<file path="src/rtl/shreg_pkg.sv">
// Shared types for shared_reg_arbiter: FSM state encoding and operation codes.
package shreg_pkg;

    typedef enum logic [1:0] {
        IDLE  = 2'd0,
        GRANT = 2'd1,
        ACK   = 2'd2
    } state_t;

    localparam logic OP_LOAD  = 1'b0;
    localparam logic OP_CLEAR = 1'b1;

endpackage

</file>
<file path="src/rtl/reg_bank_sync_clr.sv">
// WIDTH-bit D flip-flop bank with load enable and synchronous clear to CLR_VAL.
// Clear takes priority over load; asynchronous active-low reset also restores CLR_VAL.
module reg_bank_sync_clr
    import shreg_pkg::*;
#(
    parameter int               WIDTH   = 8,
    parameter logic [WIDTH-1:0] CLR_VAL = '0
) (
    input  logic             clk,
    input  logic             rst_n,
    input  logic             i_en,
    input  logic             i_clr,
    input  logic [WIDTH-1:0] i_d,
    output logic [WIDTH-1:0] o_q
);

    logic [WIDTH-1:0] r_q;

    always_ff @(posedge clk or negedge rst_n) begin
        if (!rst_n) begin
            r_q <= CLR_VAL;
        end else if (i_clr) begin
            r_q <= CLR_VAL;
        end else if (i_en) begin
            r_q <= i_d;
        end
    end

    assign o_q = r_q;

endmodule

</file>
<file path="src/rtl/shared_reg_arbiter.sv">
// Round-robin arbiter/sequencer owning one shared WIDTH-bit register among N requesters.
// Optional ARB_LOCK_EN adds a lock port that lets the served requester chain operations.
module shared_reg_arbiter
    import shreg_pkg::*;
#(
    parameter int               N       = 4,
    parameter int               WIDTH   = 8,
    parameter logic [WIDTH-1:0] CLR_VAL = '0
) (
    input  logic               clk,
    input  logic               rst_n,
    input  logic [N-1:0]       req,
    input  logic [N-1:0]       op,
    input  logic [N*WIDTH-1:0] wdata,
`ifdef ARB_LOCK_EN
    input  logic [N-1:0]       lock,
`endif
    output logic [N-1:0]       gnt,
    output logic [N-1:0]       ack,
    output logic [WIDTH-1:0]   q,
    output logic               busy
);

    localparam int PW = (N > 1) ? $clog2(N) : 1;

    state_t           r_state, w_state_nxt;
    logic [PW-1:0]    r_ptr, w_ptr_nxt;
    logic [PW-1:0]    r_win, w_win_nxt;
    logic [PW-1:0]    w_pick;
    logic             w_any;
    logic [N-1:0]     r_gnt, w_gnt_nxt;
    logic [N-1:0]     r_ack, w_ack_nxt;
    logic             r_busy, w_busy_nxt;
    logic             w_wr_en, w_wr_clr;
    logic             w_req_win, w_op_win, w_lock_win;
    logic [WIDTH-1:0] w_wdata_win;

    // First requester at or above the pointer, wrapping N-1 -> 0.
    always_comb begin
        int unsigned idx;
        idx    = 0;
        w_pick = '0;
        w_any  = 1'b0;
        for (int unsigned k = 0; k < int'(N); k++) begin
            idx = (int'(r_ptr) + k) % int'(N);
            if (!w_any && req[idx]) begin
                w_any  = 1'b1;
                w_pick = PW'(idx);
            end
        end
    end

    assign w_req_win   = req[r_win];
    assign w_op_win    = op[r_win];
    assign w_wdata_win = wdata[r_win*WIDTH +: WIDTH];

`ifdef ARB_LOCK_EN
    assign w_lock_win = lock[r_win];
`else
    assign w_lock_win = 1'b0;
`endif

    always_comb begin
        w_state_nxt = r_state;
        w_win_nxt   = r_win;
        w_ptr_nxt   = r_ptr;
        w_gnt_nxt   = '0;
        w_ack_nxt   = '0;
        w_wr_en     = 1'b0;
        w_wr_clr    = 1'b0;
        case (r_state)
            IDLE: begin
                if (w_any) begin
                    w_state_nxt       = GRANT;
                    w_win_nxt         = w_pick;
                    w_gnt_nxt[w_pick] = 1'b1;
                end
            end
            GRANT: begin
                if (w_req_win) begin
                    w_wr_en          = (w_op_win == OP_LOAD);
                    w_wr_clr         = (w_op_win == OP_CLEAR);
                    w_ack_nxt[r_win] = 1'b1;
                    w_ptr_nxt        = (r_win == PW'(N - 1)) ? '0 : r_win + 1'b1;
                    w_state_nxt      = ACK;
                end else begin
                    w_state_nxt = IDLE;
                end
            end
            ACK: begin
                if (w_lock_win && w_req_win) begin
                    w_state_nxt      = GRANT;
                    w_gnt_nxt[r_win] = 1'b1;
                end else begin
                    w_state_nxt = IDLE;
                end
            end
            default: w_state_nxt = IDLE;
        endcase
        w_busy_nxt = (w_state_nxt != IDLE);
    end

    always_ff @(posedge clk or negedge rst_n) begin
        if (!rst_n) begin
            r_state <= IDLE;
            r_ptr   <= '0;
            r_win   <= '0;
            r_gnt   <= '0;
            r_ack   <= '0;
            r_busy  <= 1'b0;
        end else begin
            r_state <= w_state_nxt;
            r_ptr   <= w_ptr_nxt;
            r_win   <= w_win_nxt;
            r_gnt   <= w_gnt_nxt;
            r_ack   <= w_ack_nxt;
            r_busy  <= w_busy_nxt;
        end
    end

    reg_bank_sync_clr #(
        .WIDTH   (WIDTH),
        .CLR_VAL (CLR_VAL)
    ) u_bank (
        .clk   (clk),
        .rst_n (rst_n),
        .i_en  (w_wr_en),
        .i_clr (w_wr_clr),
        .i_d   (w_wdata_win),
        .o_q   (q)
    );

    assign gnt  = r_gnt;
    assign ack  = r_ack;
    assign busy = r_busy;

endmodule

</file>
<file path="config.mk">
export PLATFORM = sky130hd
export DESIGN_NAME = shared_reg_arbiter
export DESIGN_NICKNAME = d
export VERILOG_FILES = /design/src/rtl/shreg_pkg.sv /design/src/rtl/reg_bank_sync_clr.sv /design/src/rtl/shared_reg_arbiter.sv
export SDC_FILE = /design/constraint.sdc
export NUM_CORES = 1
export LEC_CHECK = 0
export CORE_ASPECT_RATIO = 1.25
export CORE_MARGIN = 2
export CORE_UTILIZATION = 43
export CTS_CLUSTER_SIZE = 20
export DETAILED_ROUTE_END_ITERATION = 7
export GPL_TIMING_DRIVEN = 0
export PLACE_DENSITY_LB_ADDON = 0.05
export SETUP_SLACK_MARGIN = 0.05
export SKIP_LAST_GASP = 1
export SLEW_MARGIN = 5
export SYNTH_ARGS = -nofsm -noshare
export SYNTH_HDL_FRONTEND = slang
export SYNTH_SLANG_ARGS = --single-unit
</file>
<file path="constraint.sdc">
create_clock -name clk -period 4.2 [get_ports clk]
set_input_delay 0.84 -clock clk [delete_from_list [all_inputs] [get_ports clk]]
set_output_delay 0.84 -clock clk [all_outputs]
set_load 0.02 [all_outputs]
</file>
==> results.json, run 1 <==
{
  "drv.max_cap_violation_count": 0,
  "sequential_cell_area_um2": 575.6,
  "antenna_violating_nets_post_route": 0,
  "holdPathStages": 2,
  "area_of_combinational_cells_with_multiple_inputs_um2": 550.5,
  "totalPowerFinal_w": 0.001026,
  "n_fill_cell": 202,
  "cell_with_the_biggest_individual_delay_on_the_critical_path": "clkdlybuf4s50_1",
  "via_count": 1008,
  "globalplace.congestion": 0.7381,
  "yosys.area.top_type": "dfrtp_1",
  "worstRegToRegCells": 5,
  "hold_end": "u_bank.o_q[1]",
  "preCtsSetupSlack_ns": 1.571,
  "cellLeakagePower_nw": 0.8137,
  "power.combinational.fraction_pct": 55.7,
  "average_routed_wire_per_standard_cell_um": 14.27,
  "finalHoldViolations": 0,
  "post-cts-setup-buffer-count": 0,
  "flip_flop_and_latch_count_after_synthesis": 23,
  "fin_setup_tns_ns": 0,
  "final_period_minus_worst_setup_slack_ns": 2.302,
  "tightestPinTransition_ns": 0.9948,
  "rows": 21,
  "final.period_utilization_pct": 54.80,
  "globalRouteTotalUtil_pct": 19.71,
  "setup_violations": 0,
  "setup_repair_after_global_routing_missed_its_margin": "no",
  "switchingPower_w": 0.0003911,
  "port_buffers": 58,
  "p_clk_share_pct": 9.4,
  "layout_area_growth_over_synthesis_pct": 54.40,
  "synthDominantCellAreaShare_pct": 48.22,
  "clock_tree.buffer_depth": 2,
  "synth_top_cells_by_area": "dfrtp_1 (48%), mux4_2 (17%), ha_1 (4.2%)",
  "pwr_density_cell_mw_per_mm2": 556.6,
  "worstPathRequired_ns": 4.42,
  "start_point_of_the_critical_path": "req[0]",
  "holdBufCountCts": 0,
  "startpoint_type": "input port",
  "floorplan.die.height_um": 62.91,
  "clkTransAtPathRegs_ns": 0.11,
  "timing.critical_path.buf_inv": 1,
  "hold_path.class": "reg -> reg",
  "cp_cell_sequence": "clkdlybuf4s50_1 -> nor4_1 -> or3_4 -> or4_4 -> o21ai_0",
  "worst_ir_drop_vdd_mv": 0.3276,
  "worst_setup_path_end_kind": "flop",
  "first_iter_violations": 6,
  "internal_power_w": 0.0006347,
  "layout-drive-gt1-share_pct": 10.91,
  "worst_path_dominant_cell_family": "simple AND/OR/NAND/NOR gates",
  "finClkSkew_ns": 0.002056,
  "synth.net_count": 149,
  "placement_stage_cell_area_mm2": 0.001817,
  "cp_data_arrival_time_ns": 2.53,
  "post_cts_resized": 0,
  "timing.final.ws_setup_ns": 1.898,
  "worstPathMaxFanout": 6,
  "core_area_mm2": 0.002654,
  "worstReg2RegEnd": "u_bank.o_q[4]",
  "drc_errors": 0,
  "worst_r2r_startpoint": "r_win[0]",
  "pin_count_of_the_biggest_net_entering_global_routing": 24,
  "vias_in_the_first_global_route": 1094,
  "clock_tree_root_driver_cell": "clkbuf_4",
  "detailed_place_hpwl_um": 2311,
  "synthesis.instances": 103,
  "clock_sink_count": 23,
  "grt_first_pass_wirelength_um": 4836,
  "worst_hold_startpoint": "u_bank.o_q[1]",
  "initial_core_util_pct": 44.98,
  "synth.yosys.warnings": 0,
  "max_clock_freq_mhz": 434.5,
  "cts_made_buffers": 3,
  "synthesis.area_mm2": 0.001194,
  "netlist-cell-type-count": 24,
  "drtPass1Iterations": 3,
  "finalMaxSlewViolations": 0,
  "clock_tree_from_tritoncts": "built",
  "fin_area_mm2": 0.001843,
  "postRouteWirelength_um": 2839,
  "dieWidth_um": 51.13,
  "cpPeakStageDelay_ns": 0.57,
  "floorplan.die_area_mm2": 0.003216,
  "design.portCount": 59,
  "post_synth.cell_area_avg_um2": 11.59,
  "timing.setup.critical_path_class": "in -> reg",
  "synth.yosys.seq_area_share_pct": 48.22,
  "part_of_the_power_in_registers_pct": 35.0,
  "outcome": "complete, no violations",
  "diodes": 0,
  "antenna_found_initial": 0,
  "timing.max_slew.rel_slack_pct": 33.47,
  "r2r_slack_ns": 2.42,
  "gr-total-overflow": 0,
  "cts_max_level": 1,
  "clock_latency_ns": 0.30,
  "viasPerCell": 5.065,
  "power_switching_share_pct": 38.12,
  "finish.net_count": 212
}
-- placed cells by master, fill, tap and decap left out, drive strengths merged --
cell | Yosys | final
a21oi | 3 | 3
and2 | 4 | 4
buf | 3 | 3
clkbuf | 1 | 5
clkdlybuf4s50 | 0 | 58
dfrtp | 23 | 23
ha | 4 | 4
inv | 13 | 13
mux2 | 1 | 1
mux2i | 1 | 1
mux4 | 10 | 10
nand2 | 12 | 12
nand2b | 2 | 2
nand3b | 1 | 1
nor2 | 6 | 6
nor4 | 1 | 1
o21a | 1 | 1
o21ai | 10 | 10
o22a | 1 | 1
o22ai | 1 | 1
o31ai | 2 | 2
or2 | 1 | 1
or3 | 1 | 1
or4 | 1 | 1
-- registers in the layout, indices dropped and copies added (netlist names) --
name,flops
u_bank.o_q,8
r_ptr,2
r_win,2
ack,4
gnt,4
r_state,2
busy,1
-- cells by family after synthesis --
kind of cell             share of synthesized area (%)
multiplexers                                     20.96
flip-flops                                       48.22
AO/OA/AOI/OAI                                    8.596
buffers and inverters                            5.660
adder cells (fa/ha/maj)                          4.193
AND/OR/NAND/NOR                                  12.37
-- how the worst max path moves through the flow --
stage	end	slack [ns]	cells past startpoint
global placement	gnt[1]	1.63	5
CTS	r_win[0]	1.90	5
floorplan	r_ptr[1]	2.27	3
finish	r_win[0]	1.90	5
global route	u_bank.o_q[4]	1.80	6
detailed placement	r_win[0]	1.57	5
-- cell usage after synthesis --
| library cell | count |
|---|---|
| nand2b_1 | 2 |
| nand2_1 | 12 |
| o22a_1 | 1 |
| o31ai_1 | 2 |
| o21a_1 | 1 |
| clkbuf_1 | 1 |
| o21ai_0 | 10 |
| inv_1 | 13 |
| nand3b_1 | 1 |
| buf_2 | 3 |
| nor2_1 | 6 |
| mux4_1 | 1 |
| o22ai_1 | 1 |
| mux2_2 | 1 |
| a21oi_1 | 3 |
| mux2i_1 | 1 |
| dfrtp_1 | 23 |
| or4_4 | 1 |
| or2_1 | 1 |
| mux4_2 | 9 |
| ha_1 | 4 |
| and2_1 | 4 |
| or3_4 | 1 |
| nor4_1 | 1 |
-- worst min-delay path, delay by kind of cell (launching register included) --
family          cells  cell delay, ns
flops               1            0.37
compound gates      1            0.06
simple gates        1            0.05
-- layer usage --
metal  up-vias  global-route usage, %  part of all wire, %
li1        479                      -                    -
met5         -                      0                    0
met2        32                  37.50                   57
met1       495                  20.80                   35
met3         2                  3.349                  6.8
met4         0                  7.095                 0.70
-- power by group through the flow --
stage	clock, W	combinational, W	sequential (W)
3_5_place_dp	0	0.000578	0.000364
6_report	0.0000960	0.000571	0.000359
4_1_cts	0.000102	0.000582	0.000359
3_3_place_gp	0	0.000566	0.000361
5_1_grt	0.000109	0.000629	0.000372
2_1_floorplan	0	0.000294	0.000420
-- cell type report --
cell class / instances / share of cell area (%)
timing repair buffer: 58 / 31.50
sequential: 23 / 31.23
multi-input combinational: 63 / 29.87
inverter: 13 / 2.648
tap: 34 / 2.308
clock buffer: 4 / 1.426
buffer: 4 / 1.018
-- through the flow --
step | util (%) | std cells | hold WS, ns
2_1_floorplan | - | 103 | 0.4936
3_3_place_gp | 68.46 | 195 | 0.4620
3_5_place_dp | 68.46 | 195 | 0.4798
4_1_cts | 69.45 | 199 | 0.5072
5_1_grt | 69.45 | 199 | 0.5293
6_report | 69.45 | 199 | 0.5044
Note: power is estimated with default switching activity, not from simulation.
==> run 2, diff against run 1 <==
--- a/config.mk
+++ b/config.mk
@@ -7,7 +7,7 @@
 export LEC_CHECK = 0
 export CORE_ASPECT_RATIO = 1.25
 export CORE_MARGIN = 2
-export CORE_UTILIZATION = 43
+export CORE_UTILIZATION = 40
 export CTS_CLUSTER_SIZE = 20
 export DETAILED_ROUTE_END_ITERATION = 7
 export GPL_TIMING_DRIVEN = 0
==> constraint.sdc (replaced) <==
create_clock -name clk -period 2.4 [get_ports clk]
set_input_delay 0.48 -clock clk [delete_from_list [all_inputs] [get_ports clk]]
set_output_delay 0.48 -clock clk [all_outputs]
set_load 0.02 [all_outputs]
==> run 2 against run 1 <==
Against the previous run: count of clock-buffer cells in the layout unchanged; die area increased by 7.0%; utilization decreased by 5.6 points; clock skew increased by 0.0019 ns; critical endpoint is now u_bank.o_q[2]; setup slack got worse by 1.4 ns; non-clock buffer count unchanged; highest routed layer unchanged; cell area increased by 0.14%; global-route usage decreased by 2.5 points; first-iteration DRC count increased by 50%; final cell count increased by 1.0%.
==> results.json, run 2 (synthesis gave the netlist of run 1 again) <==
{
  "outcome": "complete, no violations",
  "cp_cell_sequence": "clkdlybuf4s50_1 -> mux4_1 -> nand3b_1 -> or2_1 -> buf_2 -> o21ai_0",
  "worst_setup_path_end_kind": "flop",
  "grt.met3_usage_pct": 2.995,
  "finish.net_count": 212,
  "clock_latency_ns": 0.30,
  "met1_usage_pct": 20.15,
  "worst_ir_drop_vdd_mv": 0.6094,
  "globalplace.congestion": 0.7317,
  "max_clock_freq_mhz": 516.0,
  "cp_data_arrival_time_ns": 2.12,
  "clock_tree_from_tritoncts": "built",
  "antenna_violating_nets_post_route": 0,
  "timing.critical_path.buf_inv": 2,
  "postRouteWirelength_um": 2764,
  "clock_tree_root_driver_cell": "clkbuf_4",
  "post_cts_resized": 0,
  "layout-drive-gt1-share_pct": 10.91,
  "tightestPinTransition_ns": 0.9863,
  "finalMaxSlewViolations": 0,
  "worstPathRequired_ns": 2.58,
  "layer_with_the_highest_usage_after_global_routing": "met2",
  "dieWidth_um": 52.86,
  "worst_hold_margin_ns": 0.4926,
  "clock_tree.buffer_depth": 2,
  "final.period_utilization_pct": 80.75,
  "layout_area_growth_over_synthesis_pct": 54.61,
  "pin_count_of_the_biggest_net_entering_global_routing": 24,
  "floorplan.die.height_um": 65.08,
  "cellLeakagePower_nw": 0.8137,
  "global_route.usage.met2_pct": 30.94,
  "antenna_found_initial": 0,
  "finalHoldViolations": 0,
  "post-cts-setup-buffer-count": 0,
  "globalRouteTotalUtil_pct": 17.24,
  "cts_max_level": 1,
  "detailed_place_hpwl_um": 2262,
  "final_period_minus_worst_setup_slack_ns": 1.938,
  "rows": 22,
  "holdPathStages": 2,
  "drv.max_cap_violation_count": 0,
  "viasPerCell": 4.871,
  "worstRegToRegCells": 5,
  "holdBufCountCts": 0,
  "pwr_density_cell_mw_per_mm2": 973.4,
  "startpoint_type": "input port",
  "vias_in_the_first_global_route": 1009,
  "drc_errors": 0,
  "gr-total-overflow": 0,
  "largest_reg_flops": 8,
  "timing.max_slew.rel_slack_pct": 34.04,
  "initial_core_util_pct": 41.30,
  "mostFrequentLayoutCell": "clkdlybuf4s50_1",
  "setup_violations": 0,
  "first_iter_violations": 9,
  "cpPeakStageDelay_ns": 0.56,
  "core_area_mm2": 0.002890,
  "drtPass1Iterations": 4,
  "timing.setup.critical_path_class": "in -> reg",
  "cell_with_the_biggest_individual_delay_on_the_critical_path": "mux4_1",
  "clkTransAtPathRegs_ns": 0.11,
  "fin_setup_tns_ns": 0,
  "path_depth": 6,
  "hold_path.class": "reg -> reg",
  "worstPathMaxFanout": 8,
  "diodes": 0,
  "mostFrequentLayoutCells": "clkdlybuf4s50_1 (58), dfrtp_1 (23), inv_1 (13), nand2_1 (12), o21ai_0 (10)",
  "worst_path_dominant_cell_family": "buffers and inverters",
  "clock_sink_count": 23,
  "cts_made_buffers": 3,
  "design.portCount": 59,
  "grt_first_pass_wirelength_um": 4340,
  "via_count": 979,
  "floorplan.die_area_mm2": 0.003440,
  "setup_repair_after_global_routing_missed_its_margin": "no",
  "finClkSkew_ns": 0.003910,
  "final_core_util_pct": 63.85,
  "port_buffers": 58,
  "average_routed_wire_per_standard_cell_um": 13.75
}
==> run 2: cell counts in the layout (fill, tap and decap cells not counted) <==
No cell type changed its count.
==> run 2: metal layers <==
layer	up-vias	share of wire, %	routed length (µm)
li1	480	-	-
met1	466	39	1086
met2	31	55	1508
met3	2	5.4	149
met4	0	0.69	19
met5	-	0	0
==> run 2: through the flow <==
stage	setup WS, ns	std cells	total power, W	instance area [µm²]
6_report	0.4620	201	0.001796	1846
5_1_grt	0.3898	201	0.001943	1846
4_1_cts	0.4551	201	0.001826	1846
3_5_place_dp	0.1209	197	0.001653	1819
3_3_place_gp	0.1779	197	0.001623	1819
2_1_floorplan	0.8260	103	0.001249	1194
==> run 2: layout make-up <==
cell class | count | area (µm²)
plain buffers | 4 | 18.77
clock buffers | 4 | 26.28
fillers | 248 | 1045
inverters | 13 | 48.80
multi-input cells | 63 | 550.5
flip-flops and latches | 23 | 575.6
well taps | 36 | 45.04
repair buffers | 58 | 580.6
==> run 2: path summary, 6_finish.rpt <==
kind                                     from             to  slack (ns)
max in group asynchronous               rst_n       r_ptr[1]        1.09
worst min register to register  u_bank.o_q[3]  u_bank.o_q[3]        0.49
min in group asynchronous               rst_n         ack[1]        0.71
worst max register to register       r_win[0]  u_bank.o_q[2]        0.59
worst min-delay path            u_bank.o_q[3]  u_bank.o_q[3]        0.49
worst max-delay path                   req[0]  u_bank.o_q[2]        0.46
==> run 2: tightest hold or removal path, stage by stage (launching register included) <==
cell and delay (ns):
dfrtp_1 0.36, nand2_1 0.05, o21ai_0 0.06
==> run 2: where the power goes <==
part | switching (W) | total, W | leakage [nW] | internal (W)
combinational | 0.000481 | 0.000998 | 0.499 | 0.000517
clock | 0.000105 | 0.000170 | 0.0150 | 0.0000647
sequential | 0.0000973 | 0.000628 | 0.300 | 0.000531
total | 0.000684 | 0.00180 | 0.814 | 0.00111
==> run 3, diff against run 2 <==
==> constraint.sdc (replaced) <==
create_clock -name clk -period 1.85 [get_ports clk]
set_input_delay 0.37 -clock clk [delete_from_list [all_inputs] [get_ports clk]]
set_output_delay 0.37 -clock clk [all_outputs]
set_load 0.02 [all_outputs]
==> run 3 against run 2 <==
Against the previous run: first-iteration DRC count up 11%; clock skew down 0.0019 ns; combinational power up 32%; critical path type is now reg -> reg.
==> results.json, run 3 (synthesis gave the netlist of run 1 again) <==
{
  "outcome": "complete, no violations",
  "viasPerCell": 4.906,
  "finalHoldViolations": 0,
  "area_of_combinational_cells_with_multiple_inputs_um2": 546.8,
  "preCtsSetupSlack_ns": -0.3191,
  "met1_usage_pct": 20.15,
  "r2r_slack_ns": 0.18,
  "clkTransAtPathRegs_ns": 0.11,
  "startpoint_type": "flop",
  "mostFrequentLayoutCell": "clkdlybuf4s50_1",
  "core_area_mm2": 0.002890,
  "n_fill_cell": 242,
  "cts_max_level": 1,
  "max_clock_freq_mhz": 599.5,
  "finClkSkew_ns": 0.002006,
  "vias_in_the_first_global_route": 1019,
  "clock_latency_ns": 0.30,
  "final_period_minus_worst_setup_slack_ns": 1.668,
  "timing.critical_path.buf_inv": 1,
  "worst_ir_drop_vdd_mv": 0.7950,
  "largest_reg_flops": 8,
  "cp_cell_sequence": "mux4_2 -> nand3b_1 -> or2_1 -> buf_2 -> o21ai_0",
  "tightestPinTransition_ns": 0.9911,
  "postRouteWirelength_um": 2798,
  "drtPass1Iterations": 4,
  "initial_core_util_pct": 41.30,
  "grt.met3_usage_pct": 2.995,
  "diodes": 0,
  "port_buffers": 58,
  "placement_stage_cell_area_mm2": 0.001819,
  "timing.final.ws_setup_ns": 0.1818,
  "final.period_utilization_pct": 90.17,
  "design.portCount": 59,
  "rows": 22,
  "average_routed_wire_per_standard_cell_um": 13.85,
  "cellLeakagePower_nw": 0.8528,
  "worst_path_dominant_cell_family": "multiplexers",
  "cpPeakStageDelay_ns": 0.54,
  "clock_tree_root_driver_cell": "clkbuf_4",
  "finish.net_count": 213,
  "floorplan.die_area_mm2": 0.003440,
  "globalplace.congestion": 0.7317,
  "first_iter_violations": 10,
  "pwr_density_cell_mw_per_mm2": 1266,
  "layout_area_growth_over_synthesis_pct": 55.98,
  "globalRouteTotalUtil_pct": 17.33,
  "via_count": 991,
  "worstPathMaxFanout": 8,
  "clock_sink_count": 23,
  "cts_made_buffers": 3,
  "setup_violations": 0,
  "drc_errors": 0,
  "layer_with_the_highest_usage_after_global_routing": "met2",
  "worstPathRequired_ns": 2.04,
  "mostFrequentLayoutCells": "clkdlybuf4s50_1 (54), dfrtp_1 (22), inv_1 (13), nand2_1 (12)",
  "layout-drive-gt1-share_pct": 13.25,
  "timing.max_slew.rel_slack_pct": 33.72,
  "hold_path.class": "reg -> reg",
  "gr-total-overflow": 0,
  "grt_first_pass_wirelength_um": 4367,
  "dieWidth_um": 52.86,
  "worst_setup_path_end_kind": "flop",
  "clock_tree_from_tritoncts": "built",
  "clock_tree.buffer_depth": 2,
  "fin_area_mm2": 0.001862,
  "timing.setup.critical_path_class": "reg -> reg",
  "setup_repair_after_global_routing_missed_its_margin": "no",
  "pin_count_of_the_biggest_net_entering_global_routing": 24,
  "cell_with_the_biggest_individual_delay_on_the_critical_path": "mux4_2",
  "sequential_cell_area_um2": 576.8,
  "detailed_place_hpwl_um": 2262,
  "antenna_found_initial": 0,
  "antenna_violating_nets_post_route": 0,
  "floorplan.die.height_um": 65.08,
  "global_route.usage.met2_pct": 31.25,
  "finalMaxSlewViolations": 0,
  "drv.max_cap_violation_count": 0,
  "cp_data_arrival_time_ns": 1.85
}
==> run 3: path summary, 6_finish.rpt <==
check                               from            end  cells past startpoint
max                             r_win[0]  u_bank.o_q[2]                      5
min                        u_bank.o_q[3]  u_bank.o_q[3]                      2
max reg2reg                     r_win[0]  u_bank.o_q[2]                      5
min reg2reg                u_bank.o_q[3]  u_bank.o_q[3]                      2
max in group asynchronous          rst_n       r_win[0]                      1
min in group asynchronous          rst_n         ack[1]                      1
==> run 3: through the flow <==
step / setup TNS [ns] / total power, W / util, % / hold WS [ns] / instances
after floorplan: 0 / 0.001621 / - / 0.07441 / 103
after global placement: -3.618 / 0.002105 / 62.94 / 0.4636 / 197
after detailed placement: -4.643 / 0.002145 / 62.94 / 0.4737 / 197
after CTS: 0 / 0.002386 / 64.20 / 0.5006 / 202
after global routing: 0 / 0.002545 / 64.42 / 0.5396 / 202
final: 0 / 0.002358 / 64.42 / 0.4926 / 202
==> run 3: layout make-up <==
class	count	share of cell area, %
Inverter	13	2.621
Sequential cell	23	30.98
Buffer	4	1.075
Timing Repair Buffer	59	32.12
Clock buffer	4	1.411
Multi-Input combinational cell	63	29.37
Tap cell	36	2.419
==> run 3: report_power, final <==
group	internal [W]	total [W]	switching [W]
clock network	0.0000840	0.000221	0.000137
registers	0.000691	0.000822	0.000131
logic	0.000686	0.00132	0.000629
total	0.00146	0.00236	0.000897
==> run 3: worst register-to-register path, delay by kind of cell (launching register included) <==
family / cells / cell delay [ns]
multiplexers: 1 / 0.54
flip-flops: 1 / 0.45
AND/OR/NAND/NOR: 2 / 0.29
buffers and inverters: 1 / 0.16
AO/OA/AOI/OAI: 1 / 0.11
==> run 3: metal layers <==
metal,wire (µm),share of wire (%)
met1,1107,40
met2,1521,54
met3,149,5.3
met5,0,0
met4,19,0.68
==> run 3: timing repair <==
action | in CTS | in global routing
cloned | 0 | 0
hold buffers | 0 | 0
endpoints found under the setup margin | 9 | 12
pin swaps | 1 | 1
buffers inserted | 1 | 0
gates resized for setup | 2 | 5
